==> src/rtl/uart_7seg_pkg.sv <==
// Shared constants, parser state encoding and character/glyph helpers for uart_7seg_mux.
package uart_7seg_pkg;

  localparam logic [7:0] ASC_S  = 8'h53;
  localparam logic [7:0] ASC_NL = 8'h0A;
  localparam logic [7:0] ASC_K  = 8'h4B;
  localparam logic [7:0] ASC_Q  = 8'h3F;

  typedef enum logic [1:0] {P_IDLE, P_COLLECT, P_WAIT_NL, P_ERR} pstate_t;

  typedef struct packed {
    logic       vld;
    logic [3:0] val;
  } nib_t;

  function automatic logic [6:0] font(input logic [3:0] h);
    case (h)
      4'h0: font = 7'h3F;  4'h1: font = 7'h06;  4'h2: font = 7'h5B;  4'h3: font = 7'h4F;
      4'h4: font = 7'h66;  4'h5: font = 7'h6D;  4'h6: font = 7'h7D;  4'h7: font = 7'h07;
      4'h8: font = 7'h7F;  4'h9: font = 7'h6F;  4'hA: font = 7'h77;  4'hB: font = 7'h7C;
      4'hC: font = 7'h39;  4'hD: font = 7'h5E;  4'hE: font = 7'h79;  default: font = 7'h71;
    endcase
  endfunction

  // Letters A-F and a-f share their low nibble (1..6), so value = low nibble + 9.
  function automatic nib_t hex_dec(input logic [7:0] c);
    nib_t r;
    r.vld = 1'b1;
    r.val = c[3:0];
    if (c >= 8'h30 && c <= 8'h39)                                     r.val = c[3:0];
    else if ((c >= 8'h41 && c <= 8'h46) || (c >= 8'h61 && c <= 8'h66)) r.val = c[3:0] + 4'd9;
    else                                                              r.vld = 1'b0;
    return r;
  endfunction

endpackage

==> src/rtl/uart_rx_8n1.sv <==
// 8N1 serial receiver: 2-flop synchroniser, half-bit start confirm, mid-bit sampling.
module uart_rx_8n1 #(
  parameter int CLK_HZ = 12000000,
  parameter int BAUD   = 115200
) (
  input  logic       clk,
  input  logic       rst,
  input  logic       rx,
  output logic [7:0] data,
  output logic       byte_valid,
  output logic       frame_err
);
  localparam int CPB = CLK_HZ / BAUD;
  localparam int CW  = $clog2(CPB);

  typedef enum logic [1:0] {R_IDLE, R_START, R_DATA, R_STOP} rstate_t;

  rstate_t        st, st_n;
  logic [1:0]     sync;
  logic           rx_s, rx_prev;
  logic [CW-1:0]  cnt, cnt_n;
  logic [2:0]     bitn, bit_n;
  logic [7:0]     sh, sh_n;
  logic           bv_n, fe_n;

  assign rx_s = sync[1];
  assign data = sh;

  always_ff @(posedge clk) begin
    if (rst) begin
      sync       <= 2'b11;
      rx_prev    <= 1'b1;
      st         <= R_IDLE;
      cnt        <= '0;
      bitn       <= '0;
      sh         <= '0;
      byte_valid <= 1'b0;
      frame_err  <= 1'b0;
    end else begin
      sync       <= {sync[0], rx};
      rx_prev    <= rx_s;
      st         <= st_n;
      cnt        <= cnt_n;
      bitn       <= bit_n;
      sh         <= sh_n;
      byte_valid <= bv_n;
      frame_err  <= fe_n;
    end
  end

  always_comb begin
    st_n  = st;
    cnt_n = cnt + CW'(1);
    bit_n = bitn;
    sh_n  = sh;
    bv_n  = 1'b0;
    fe_n  = 1'b0;
    case (st)
      R_IDLE: begin
        cnt_n = '0;
        if (rx_prev && !rx_s) st_n = R_START;
      end
      // A start glitch shorter than half a bit drops back to idle.
      R_START: if (cnt == CW'(CPB/2 - 1)) begin
        cnt_n = '0;
        bit_n = '0;
        st_n  = rx_s ? R_IDLE : R_DATA;
      end
      R_DATA: if (cnt == CW'(CPB - 1)) begin
        cnt_n = '0;
        sh_n  = {rx_s, sh[7:1]};
        bit_n = bitn + 3'd1;
        if (bitn == 3'd7) st_n = R_STOP;
      end
      R_STOP: if (cnt == CW'(CPB - 1)) begin
        cnt_n = '0;
        st_n  = R_IDLE;
        bv_n  = rx_s;
        fe_n  = !rx_s;
      end
      default: st_n = R_IDLE;
    endcase
  end

endmodule

==> src/rtl/uart_7seg_mux.sv <==
// UART-commanded multiplexed 7-segment controller. Frames "S<hex>\n" commit atomically.
// Define UART_7SEG_ACK_EN to send 'K'/'?' acks on TX; otherwise TX is tied high.
module uart_7seg_mux
  import uart_7seg_pkg::*;
#(
  parameter int CLK_HZ  = 12000000,
  parameter int BAUD    = 115200,
  parameter int DIGITS  = 2,
  parameter int SCAN_HZ = 1000
) (
  input  logic              CLK,
  input  logic              RST,
  input  logic              RX,
  output logic              TX,
  output logic [6:0]        SEG,
  output logic [DIGITS-1:0] DIG_SEL,
  output logic              CMD_OK,
  output logic              CMD_ERR
);
  localparam int SCAN_DIV = CLK_HZ / SCAN_HZ;
  localparam int SW = (SCAN_DIV > 1) ? $clog2(SCAN_DIV) : 1;
  localparam int IW = (DIGITS > 1) ? $clog2(DIGITS) : 1;
  localparam int XW = $clog2(DIGITS + 1);

  logic [7:0] rx_data;
  logic       byte_valid, frame_err;

  uart_rx_8n1 #(.CLK_HZ(CLK_HZ), .BAUD(BAUD)) u_rx (
    .clk(CLK), .rst(RST), .rx(RX),
    .data(rx_data), .byte_valid(byte_valid), .frame_err(frame_err)
  );

  pstate_t                 st, st_n;
  logic [XW-1:0]           idx, idx_n;
  logic [DIGITS-1:0][3:0]  shad, shad_n, disp, disp_n;
  logic                    ok_n, err_n;
  nib_t                    nib;

  always_ff @(posedge CLK) begin
    if (RST) begin
      st      <= P_IDLE;
      idx     <= '0;
      shad    <= '0;
      disp    <= '0;
      CMD_OK  <= 1'b0;
      CMD_ERR <= 1'b0;
    end else begin
      st      <= st_n;
      idx     <= idx_n;
      shad    <= shad_n;
      disp    <= disp_n;
      CMD_OK  <= ok_n;
      CMD_ERR <= err_n;
    end
  end

  always_comb begin
    st_n   = st;
    idx_n  = idx;
    shad_n = shad;
    disp_n = disp;
    ok_n   = 1'b0;
    err_n  = 1'b0;
    nib    = hex_dec(rx_data);
    if (frame_err) st_n = P_ERR;
    else if (byte_valid) begin
      case (st)
        P_IDLE:
          if (rx_data == ASC_S) begin
            st_n  = P_COLLECT;
            idx_n = '0;
          end else if (rx_data != ASC_NL) st_n = P_ERR;
        // First character received goes to the leftmost (highest) digit.
        P_COLLECT:
          if (nib.vld) begin
            for (int i = 0; i < DIGITS; i++)
              if (i == DIGITS - 1 - int'(idx)) shad_n[i] = nib.val;
            idx_n = idx + XW'(1);
            if (int'(idx) == DIGITS - 1) st_n = P_WAIT_NL;
          end else if (rx_data == ASC_NL) begin
            err_n = 1'b1;
            st_n  = P_IDLE;
          end else st_n = P_ERR;
        P_WAIT_NL:
          if (rx_data == ASC_NL) begin
            disp_n = shad;
            ok_n   = 1'b1;
            st_n   = P_IDLE;
          end else st_n = P_ERR;
        default:
          if (rx_data == ASC_NL) begin
            err_n = 1'b1;
            st_n  = P_IDLE;
          end
      endcase
    end
  end

  logic [SW-1:0] pre;
  logic [IW-1:0] sidx, sidx_n;
  logic          last;

  assign last   = (pre == SW'(SCAN_DIV - 1));
  assign sidx_n = !last ? sidx : (sidx == IW'(DIGITS - 1)) ? '0 : sidx + IW'(1);

  // Segments follow next-cycle buffer/index so a commit coinciding with a step shows at once.
  always_ff @(posedge CLK) begin
    if (RST) begin
      pre     <= '0;
      sidx    <= '0;
      DIG_SEL <= DIGITS'(1);
      SEG     <= 7'h3F;
    end else begin
      pre     <= last ? '0 : pre + SW'(1);
      sidx    <= sidx_n;
      DIG_SEL <= DIGITS'(1) << sidx_n;
      SEG     <= font(disp_n[sidx_n]);
    end
  end

`ifdef UART_7SEG_ACK_EN
  localparam int CPB = CLK_HZ / BAUD;
  localparam int TW  = $clog2(CPB);

  logic [9:0]    tsh;
  logic [3:0]    tbits;
  logic [TW-1:0] tcnt;

  // Requests arriving while a byte is in flight are dropped.
  always_ff @(posedge CLK) begin
    if (RST) begin
      tsh   <= '1;
      tbits <= '0;
      tcnt  <= '0;
    end else if (tbits == 4'd0) begin
      if (CMD_OK || CMD_ERR) begin
        tsh   <= {1'b1, (CMD_OK ? ASC_K : ASC_Q), 1'b0};
        tbits <= 4'd10;
        tcnt  <= '0;
      end
    end else if (tcnt == TW'(CPB - 1)) begin
      tcnt  <= '0;
      tsh   <= {1'b1, tsh[9:1]};
      tbits <= tbits - 4'd1;
    end else begin
      tcnt  <= tcnt + TW'(1);
    end
  end

  assign TX = (tbits == 4'd0) ? 1'b1 : tsh[0];
`else
  assign TX = 1'b1;
`endif

endmodule

==> config.mk <==
export PLATFORM = sky130hd
export DESIGN_NAME = uart_7seg_mux
export DESIGN_NICKNAME = d
export VERILOG_FILES = /design/src/rtl/uart_7seg_pkg.sv /design/src/rtl/uart_rx_8n1.sv /design/src/rtl/uart_7seg_mux.sv
export SDC_FILE = /design/constraint.sdc
export NUM_CORES = 1
export LEC_CHECK = 0
export ABC_AREA = 1
export CAP_MARGIN = 20
export CORE_MARGIN = 5
export CORE_UTILIZATION = 55
export CTS_CLUSTER_DIAMETER = 80
export CTS_CLUSTER_SIZE = 14
export DETAILED_ROUTE_END_ITERATION = 6
export GPL_ROUTABILITY_DRIVEN = 0
export PLACE_DENSITY = 0.79
export SYNTH_ARGS = -nofsm -noshare
export SYNTH_HDL_FRONTEND = slang
export SYNTH_SLANG_ARGS = --single-unit
export TNS_END_PERCENT = 5
==> constraint.sdc <==
create_clock -name CLK -period 2.8 [get_ports CLK]
set_clock_uncertainty 0.15 [all_clocks]
set_input_delay 0.28 -clock CLK [delete_from_list [all_inputs] [get_ports CLK]]
set_output_delay 0.28 -clock CLK [all_outputs]
set_load 0.005 [all_outputs]
==> impl_metrics.yaml <==
status:
  outcome: "finished clean"
yosys:
  yosysWarnings: 0
  synth_edf_count: 0
  syn_inst: 472
  synthTopCellsByArea: "dfxtp_1 (40%), nand2_1 (10%), inv_1 (6.2%), ha_1 (6.1%), nor2_1 (5.8%)"
  syn_avg_cell_area_um2: 7.43
  synth_seq_area_share_pct: 40.0
  yosys.area.top_type: "dfxtp_1"
  syn-num-nets: 492
  synth-seq-cells: 70
  synth_top_area_share_pct: 40.0
  ys.flop_type: "dfxtp_1"
  synthArstFlopShare_pct: 0
  synthDistinctLibCells: 39
  synth_area_mm2: 0.00351
routing:
  drt_iter0_drc: 233
  drc_errors: 0
  num_vias: 3007
  drtPass1Iterations: 5
  vias_per_cell: 5.25
  ant_nets: 0
  drt_wl_total_mm: 6.67
  routedWlPerCell_um: 11.6
timing:
  setup_violations: 0
  rsz0062_at_grt: "false"
  final_max_slew_viol_count: 0
  fmax_mhz: 404
  hold_viol_final: 0
  period_needed_ns: 2.47
  maxSlewHeadroom_pct: 66.1
  setup_tns_ns: 0
  worst_pin_slew_ns: 0.508
  post-route-period-util_pct: 88.4
cts:
  cts_max_level: 3
  cts.clk_slew.worst_paths_ns: 0.07
  clkLatencyLatePin_ns: 0.35
  cts_tree: "built"
  postCtsSetupBuffers: 0
  clock_sinks: 70
  cts-buffers-inserted: 9
  root_buffer: "clkbuf_8"
  ctsLongestPathBuffers: 2
global_routing:
  grt_pass1_vias: 2827
  grt_max_degree: 27
  gr-total-overflow: 0
  antenna_found_initial: 0
  grt_pass1_wl_mm: 11.8
  grt_use_total_pct: 17.2
floorplanning:
  dieArea_mm2: 0.00807
  die_h_um: 89.8
  coreArea_mm2: 0.00628
  io_pins: 15
  rows: 29
  fp.dieW_um: 89.8
  initial_core_util_pct: 55.9
place:
  place_hpwl_mm: 4.88
  dpl.cell_count: 557
  io_buffers: 13
  dpl_cell_area_mm2: 0.00372
setup_path:
  cp_slowest_cell: "dfxtp_1"
  crit_top_cell: "nand2_1"
  start_kind: "flop"
  critPathCaptureType: "flop"
  worstSetupPathType: "flop to flop"
  timing.rr.start: "u_rx.data[0]"
  cp.arrival_ns: 2.55
  path_max_fanout: 9
  path_cells: "inv_1 > ha_1 > inv_1 > nor2_1 > nand3_4 > inv_1 > nand2_1 > nand2_1 > inv_1 > nand2_1 > o21ai_1 > buf_4 > ha_1 > nand3_1 > nand2_1 > nand2_1 > nand3_1"
  rr_endpoint: "SEG[5]"
  rr_worst_depth: 17
  critPathRequiredTime_ns: 2.87
  max_stage_delay_ns: 0.34
  r2r_slack_ns: 0.33
hold_path:
  hold_path.startpoint: "u_rx.sync[0]"
  hold_end: "u_rx.sync[1]"
  hold_path_depth: 1
  hold_path.class: "flop to flop"
layout:
  diodes: 0
  layout-drive-gt1-share_pct: 11.9
  syn2layout_area_growth_pct: 12.3
  fill_cells: 560
  fin_util_pct: 62.7
  fin_nets: 511
  final_area_mm2: 0.00394
  instances_no_fill: 573
power_and_ir_drop:
  leakagePower_nw: 1.78
  p_sw_share_pct: 22.2
  power_density_mw_per_mm2: 499
  seqPwrFrac_pct: 51.5
  ir_drop_uv: 427
  pwr-share-comb_pct: 3.0
  p_int_mw: 1.53
  clkPwrFrac_pct: 45.5
  power_mw: 1.96
  power.switching_mw: 0.436
run:
  maxCapViolCount: 0
[critical path: cells and delay by family, from the launching register on]
| kind | cells | cell delay (ns) |
|---|---|---|
| compound gates | 1 | 0.09 |
| simple gates | 9 | 0.84 |
| fa+ha+maj | 2 | 0.37 |
| buf+inv | 5 | 0.56 |
| flops | 1 | 0.34 |
[repair_timing]
action	in CTS	in global routing
hold buffers	0	0
setup endpoints to repair	0	5
gates resized for setup	0	1
[cells by family (layout without fill, tap and decap cells)]
group / Yosys count / count (layout) / synth area share, %
XOR/XNOR: 6 / 6 / 1.50
flip-flops: 70 / 70 / 40.0
AND/OR/NAND/NOR: 245 / 245 / 35.0
other: 1 / 1 / 0.107
buffers and inverters: 71 / 95 / 7.92
adder cells (fa/ha/maj): 17 / 17 / 6.07
AO/OA/AOI/OAI: 62 / 62 / 9.46
[layout make-up]
type                            instances  area, um2  area share, %
Multi-Input combinational cell        331       1830           46.4
Sequential cell                        70       1400           35.6
Inverter                               63        239           6.07
Timing Repair Buffer                   16        153           3.88
Clock buffer                            9        124           3.15
Clock inverter                          7       96.3           2.45
Tap cell                               77       96.3           2.45
[power groups by stage]
stage | sequential (mW) | clock, mW | combinational [mW]
2_1_floorplan | 1.03 | 0 | 0.0452
3_3_place_gp | 1.03 | 0 | 0.0571
3_5_place_dp | 1.03 | 0 | 0.0586
4_1_cts | 1.01 | 0.912 | 0.0590
5_1_grt | 1.01 | 0.965 | 0.0660
6_report | 1.01 | 0.893 | 0.0591
[layout by cell type, fill, tap and decap left out, drive strengths merged, types with 5 or more instances in the layout]
cell type / instances
inv: 64
a21oi: 34
o21ai: 22
nand3: 42
dfxtp: 70
nor2: 59
nand2: 111
clkdlybuf4s50: 13
nand4: 8
nor3: 10
ha: 17
nand3b: 5
clkbuf: 9
[cells in the mapped netlist (all sizes together), types with 2 or more instances]
cell type	number
o21ai	22
a21oi	34
nand3b	5
dfxtp	70
inv	63
xor2	4
nand4	8
ha	17
a31o	2
nor3	10
buf	3
nor2	59
or2	4
xnor2	2
clkbuf	5
nand2	111
nand3	42
a211oi	2
nor3b	4
[flip-flops by register name, indices dropped and copies added (netlist names), 2 cells and up, named ones only]
register / count
pre: 14
disp: 8
shad: 8
u_rx.data: 8
SEG: 7
u_rx.cnt: 7
u_rx.bitn: 3
DIG_SEL: 2
idx: 2
st: 2
u_rx.sync: 2
[how the worst max path moves through the flow]
stage | startpoint | endpoint | slack, ns | cells past startpoint
after floorplan | u_rx.data[0] | SEG[3] | 0.31 | 15
after global placement | u_rx.data[0] | SEG[3] | 0.43 | 15
after detailed placement | u_rx.data[0] | SEG[3] | 0.31 | 15
after CTS | u_rx.data[0] | SEG[3] | 0.29 | 15
after global routing | u_rx.data[0] | SEG[4] | 0.02 | 17
final | u_rx.data[0] | SEG[5] | 0.33 | 17
[metal layers]
metal	wire [um]	part of all wire [%]	global-route usage, %
met1	3030	45	20.8
met2	3210	48	28.9
met3	340	5.1	5.43
met4	91	1.4	5.67
met5	0	0	0
[metrics by stage]
stage                     worst slack [ns]  hold slack [ns]
after floorplan                      0.309            0.234
after global routing                0.0158            0.305
after global placement               0.433            0.253
final                                0.326            0.285
after detailed placement             0.310            0.257
after CTS                            0.287            0.292
(Power assumes the default switching activity.)
==> variant 1 (same flow settings) <==
Set the parameter `SCAN_HZ` to 2000 (it was 1000).
--- a/src/rtl/uart_7seg_mux.sv
+++ b/src/rtl/uart_7seg_mux.sv
@@ -7,5 +7,5 @@
   parameter int BAUD    = 115200,
   parameter int DIGITS  = 2,
-  parameter int SCAN_HZ = 1000
+  parameter int SCAN_HZ = 2000
 ) (
   input  logic              CLK,
Check against the original RTL: same outputs for any inputs over 10 cycles, from zero or initial values and one cycle with RST high; that may be too few to reach the edited logic, so the function may still have changed.
==> variant 1 against the unedited design <==
  * Sequential cell count is 1 lower
  * Power down 4.9%
  * Setup slack got worse by 0.012 ns
  * Design area down 3.1%
  * Routed wire length down 5.7%
  * Sequential share of layout area increased by 0.60 points
  * Area after synthesis shrank 2.3%
  * Highest routed layer unchanged
==> variant 1: results (changes against the unedited design) <==
outcome=finished clean; max reg flops=13 (-1); met2 WL=3020 um (-6.0%); met3 GRT Util=6.18% (+0.75 points); Biggest register=pre; top post-synthesis cells by area=dfxtp_1, nand2_1, nor2_1; final net count=507 (-0.78%); pin count of the biggest net entering global routing=31 (+15%); routed wire length=6290 um (-5.7%); fillers=526 (-6.1%); post-synthesis sequential area ratio=40.3% (+0.35 points); Synth Area in XOR/XNOR=1.79% (+0.29 points); final std cells w/o fill=565 (-1.4%); post-synth net total=490 (-0.41%); Pre-antenna DRT Iters=4 (-1); Leak=1.63 nW (-8.3%); Avg Cell Area, Syn=7.29 um2 (-1.9%); Arrival @ worst endpoint=2.62 ns (+0.07 ns); met1 WL=2860 um (-5.6%); YS warnings=0 (unchanged); root buffer cell=clkbuf_8; Comb. pwr=0.0483 mW (-18%); worst skew pair latency=between 0.3 and 0.4 ns; Total GRT Usage=18.5% (+1.3 points); fraction of layout cells with a size suffix above 1=10.6% (-1.3 points); CP delay by family, top=simple AND/OR/NAND/NOR gates; number of global-route vias before repair=2796 (-1.1%); GR met1 Demand/Resource=20.8% (+0.029 points); P_sw=0.386 mW (-12%); worst vdd ir=0.000408 V (-4.5%); Place WS=0.282 ns (-0.0278 ns); CTS Buffer Depth=2 (unchanged); Critical Path Max Stage Delay=0.34 ns (about the same); largest fanout on the critical path=10 (+1); iteration-0 DRC count of the detailed router=115 (-51%); DR vias/cell=5.08 (-3.2%); Port Buffers=13 (unchanged); Seq pwr share=53.4% (+1.9 points); metal3 WL=281 um (-17%); cts repair resizes=0 (unchanged); Commonest cells post-synth=nand2_1, nor2_1, dfxtp_1; Adder-Cell Fraction of Synth Area=6.21% (+0.14 points); dominant synthesized flop cell=dfxtp_1; number of distinct library cells after synthesis=37 (-5.1%); dpl hpwl=4560 um (-6.5%); placed cell area=0.00362 mm2 (-2.7%); post-synthesis compound-gate area fraction=8.25% (-1.2 points); first-pass GRT wire length=11600 um (-1.4%); Placed Cells=551 (-1.1%); GR Util met2=32.0% (+3.1 points); Logic pwr share=2.6% (-0.4 points)
[variant 1: area by class of cell]
class / instances / area [um2] / area share [%]
multi-input cells: 334 / 1770 / 46.4
clock inverters: 1 / 30.0 / 0.787
clock buffers: 13 / 169 / 4.43
flip-flops and latches: 69 / 1380 / 36.2
inverters: 56 / 213 / 5.57
well taps: 75 / 93.8 / 2.46
repair buffers: 17 / 160 / 4.20
[variant 1: path summary, 6_finish.rpt]
path	from	end	slack, ns	cells after the start
hold / removal	u_rx.sync[0]$_SDFF_PP1_	u_rx.sync[1]$_SDFF_PP1_	0.27	1
hold reg to reg	u_rx.sync[0]$_SDFF_PP1_	u_rx.sync[1]$_SDFF_PP1_	0.27	1
setup reg to reg	u_rx.data[0]$_SDFFE_PP0P_	SEG[3]$_SDFF_PP1_	0.31	17
setup / recovery	u_rx.data[0]$_SDFFE_PP0P_	SEG[3]$_SDFF_PP1_	0.31	17
==> variant 2 (same settings) <==
Without the edit above. Re-encode `pstate_t` (4 states) as one-hot, 4 bits wide.
--- a/src/rtl/uart_7seg_pkg.sv
+++ b/src/rtl/uart_7seg_pkg.sv
@@ -7,5 +7,5 @@
   localparam logic [7:0] ASC_Q  = 8'h3F;
 
-  typedef enum logic [1:0] {P_IDLE, P_COLLECT, P_WAIT_NL, P_ERR} pstate_t;
+  typedef enum logic [3:0] {P_IDLE = 4'b0001, P_COLLECT = 4'b0010, P_WAIT_NL = 4'b0100, P_ERR = 4'b1000} pstate_t;
 
   typedef struct packed {
Behaviour: no difference found for any inputs over 10 cycles, from zero or initial values and one cycle with RST high; not proved beyond that.
==> variant 2 against the unedited design <==
  * Power rose by 2.7%
  * Design area up 5.1%
  * Via count rose by 3.3%
  * Routed wire length is 6.1% higher
  * Sequential share of layout area is 0.74 points lower
  * Area after synthesis rose by 5.7%
  * Combinational power grew 15%
  * First-iteration DRC count decreased by 26%
  * Setup slack worse by 0.016 ns
  * Sequential cell count grew 2
  * Critical path type unchanged
  * Largest power group unchanged
==> variant 2: results (changes against the unedited design) <==
Port Buffers=13 (unchanged); Antenna diodes=0 (unchanged); CP max-delay cell=dfxtp_1; post-synthesis sequential area ratio=38.9% (-1.1 points); nature of the critical path startpoint=flip-flop; H-tree Lvls=3 (unchanged); Async SR Flop Fraction=0% (unchanged); Pre-antenna DRT Iters=4 (-1); drt wl/cell=11.6 um (-0.51%); Critical Path Max Stage Delay=0.34 ns (about the same); Reg2Reg Depth=15 (-2); Total GRT Usage=18.1% (+0.88 points); Detail Route Antenna Nets=0 (unchanged); iteration-0 DRC count of the detailed router=173 (-26%); Hold Startpoint=u_rx.sync[0]$_SDFF_PP1_; max reg flops=14 (unchanged); dpl hpwl=5230 um (+7.2%); YS warnings=0 (unchanged); first-pass GRT wire length=12500 um (+5.9%); Biggest register=pre; post-synthesis compound-gate area fraction=8.91% (-0.55 points); worst skew pair latency=roughly 0.36 ns; fillers=597 (+6.6%); Adder-Cell Fraction of Synth Area=5.74% (-0.33 points); Worst Hold End=u_rx.sync[1]$_SDFF_PP1_; Place WS=0.338 ns (+0.0283 ns); R2R setup slack=0.31 ns (-0.02 ns); hold slack=0.271 ns (-0.0145 ns); Synth Area in XOR/XNOR=1.65% (+0.15 points); Seq pwr share=51.6% (about the same); Leak=1.84 nW (+3.6%); fraction of layout cells with a size suffix above 1=13.4% (+1.5 points); hold depth=1 (unchanged); FMAX=402 MHz (-0.65%); post-synth net total=528 (+7.3%); largest fanout on the critical path=6 (-3); root buffer cell=clkbuf_8; Arrival @ worst endpoint=2.64 ns (+0.09 ns); number of global-route vias before repair=2947 (+4.2%); Logic pwr share=3.4% (+0.4 points); Commonest cells post-synth=nand2_1, nor2_1, dfxtp_1; CTS Buffer Depth=2 (unchanged); number of distinct library cells after synthesis=38 (-2.6%); internal power=1.58 mW (+3.2%); final net count=547 (+7.0%); DR vias/cell=5.09 (-3.1%); outcome=finished clean; CP delay by family, top=simple AND/OR/NAND/NOR gates; number of CTS-inserted buffers=9 (unchanged); crit path to=SEG[0]$_SDFF_PP1_; final hold vios=0 (unchanged); dominant synthesized flop cell=dfxtp_1; worst vdd ir=0.000316 V (-26%); placed cell area=0.00392 mm2 (+5.4%); top post-synthesis cells by area=dfxtp_1, nand2_1, nor2_1; mux share of post-synthesis cell area=0% (unchanged); pin count of the biggest net entering global routing=27 (unchanged)
==> variant 2: per-stage QoR <==
| step | cells | power, mW |
|---|---|---|
| 6_report | 611 | 2.02 |
| 3_5_place_dp | 596 | 1.13 |
| 4_1_cts | 611 | 2.04 |
| 3_3_place_gp | 596 | 1.13 |
| 5_1_grt | 611 | 2.10 |
| 2_1_floorplan | 508 | 1.11 |
==> variant 2: cell type report <==
cell class / instances / area (um2) / area share [%]
Sequential cell: 72 / 1440 / 34.9
Tap cell: 80 / 100 / 2.42
Timing Repair Buffer: 17 / 160 / 3.87
Clock buffer: 10 / 138 / 3.33
Inverter: 67 / 251 / 6.08
Clock inverter: 5 / 81.3 / 1.97
Multi-Input combinational cell: 360 / 1960 / 47.5
==> variant 2: routing by layer <==
metal	up-vias	share of wire, %	global-route usage (%)
met2	58	48	30.8
met5	-	0	0
met1	1397	45	21.4
met3	11	4.8	5.00
met4	0	1.7	7.43
li1	1641	-	-
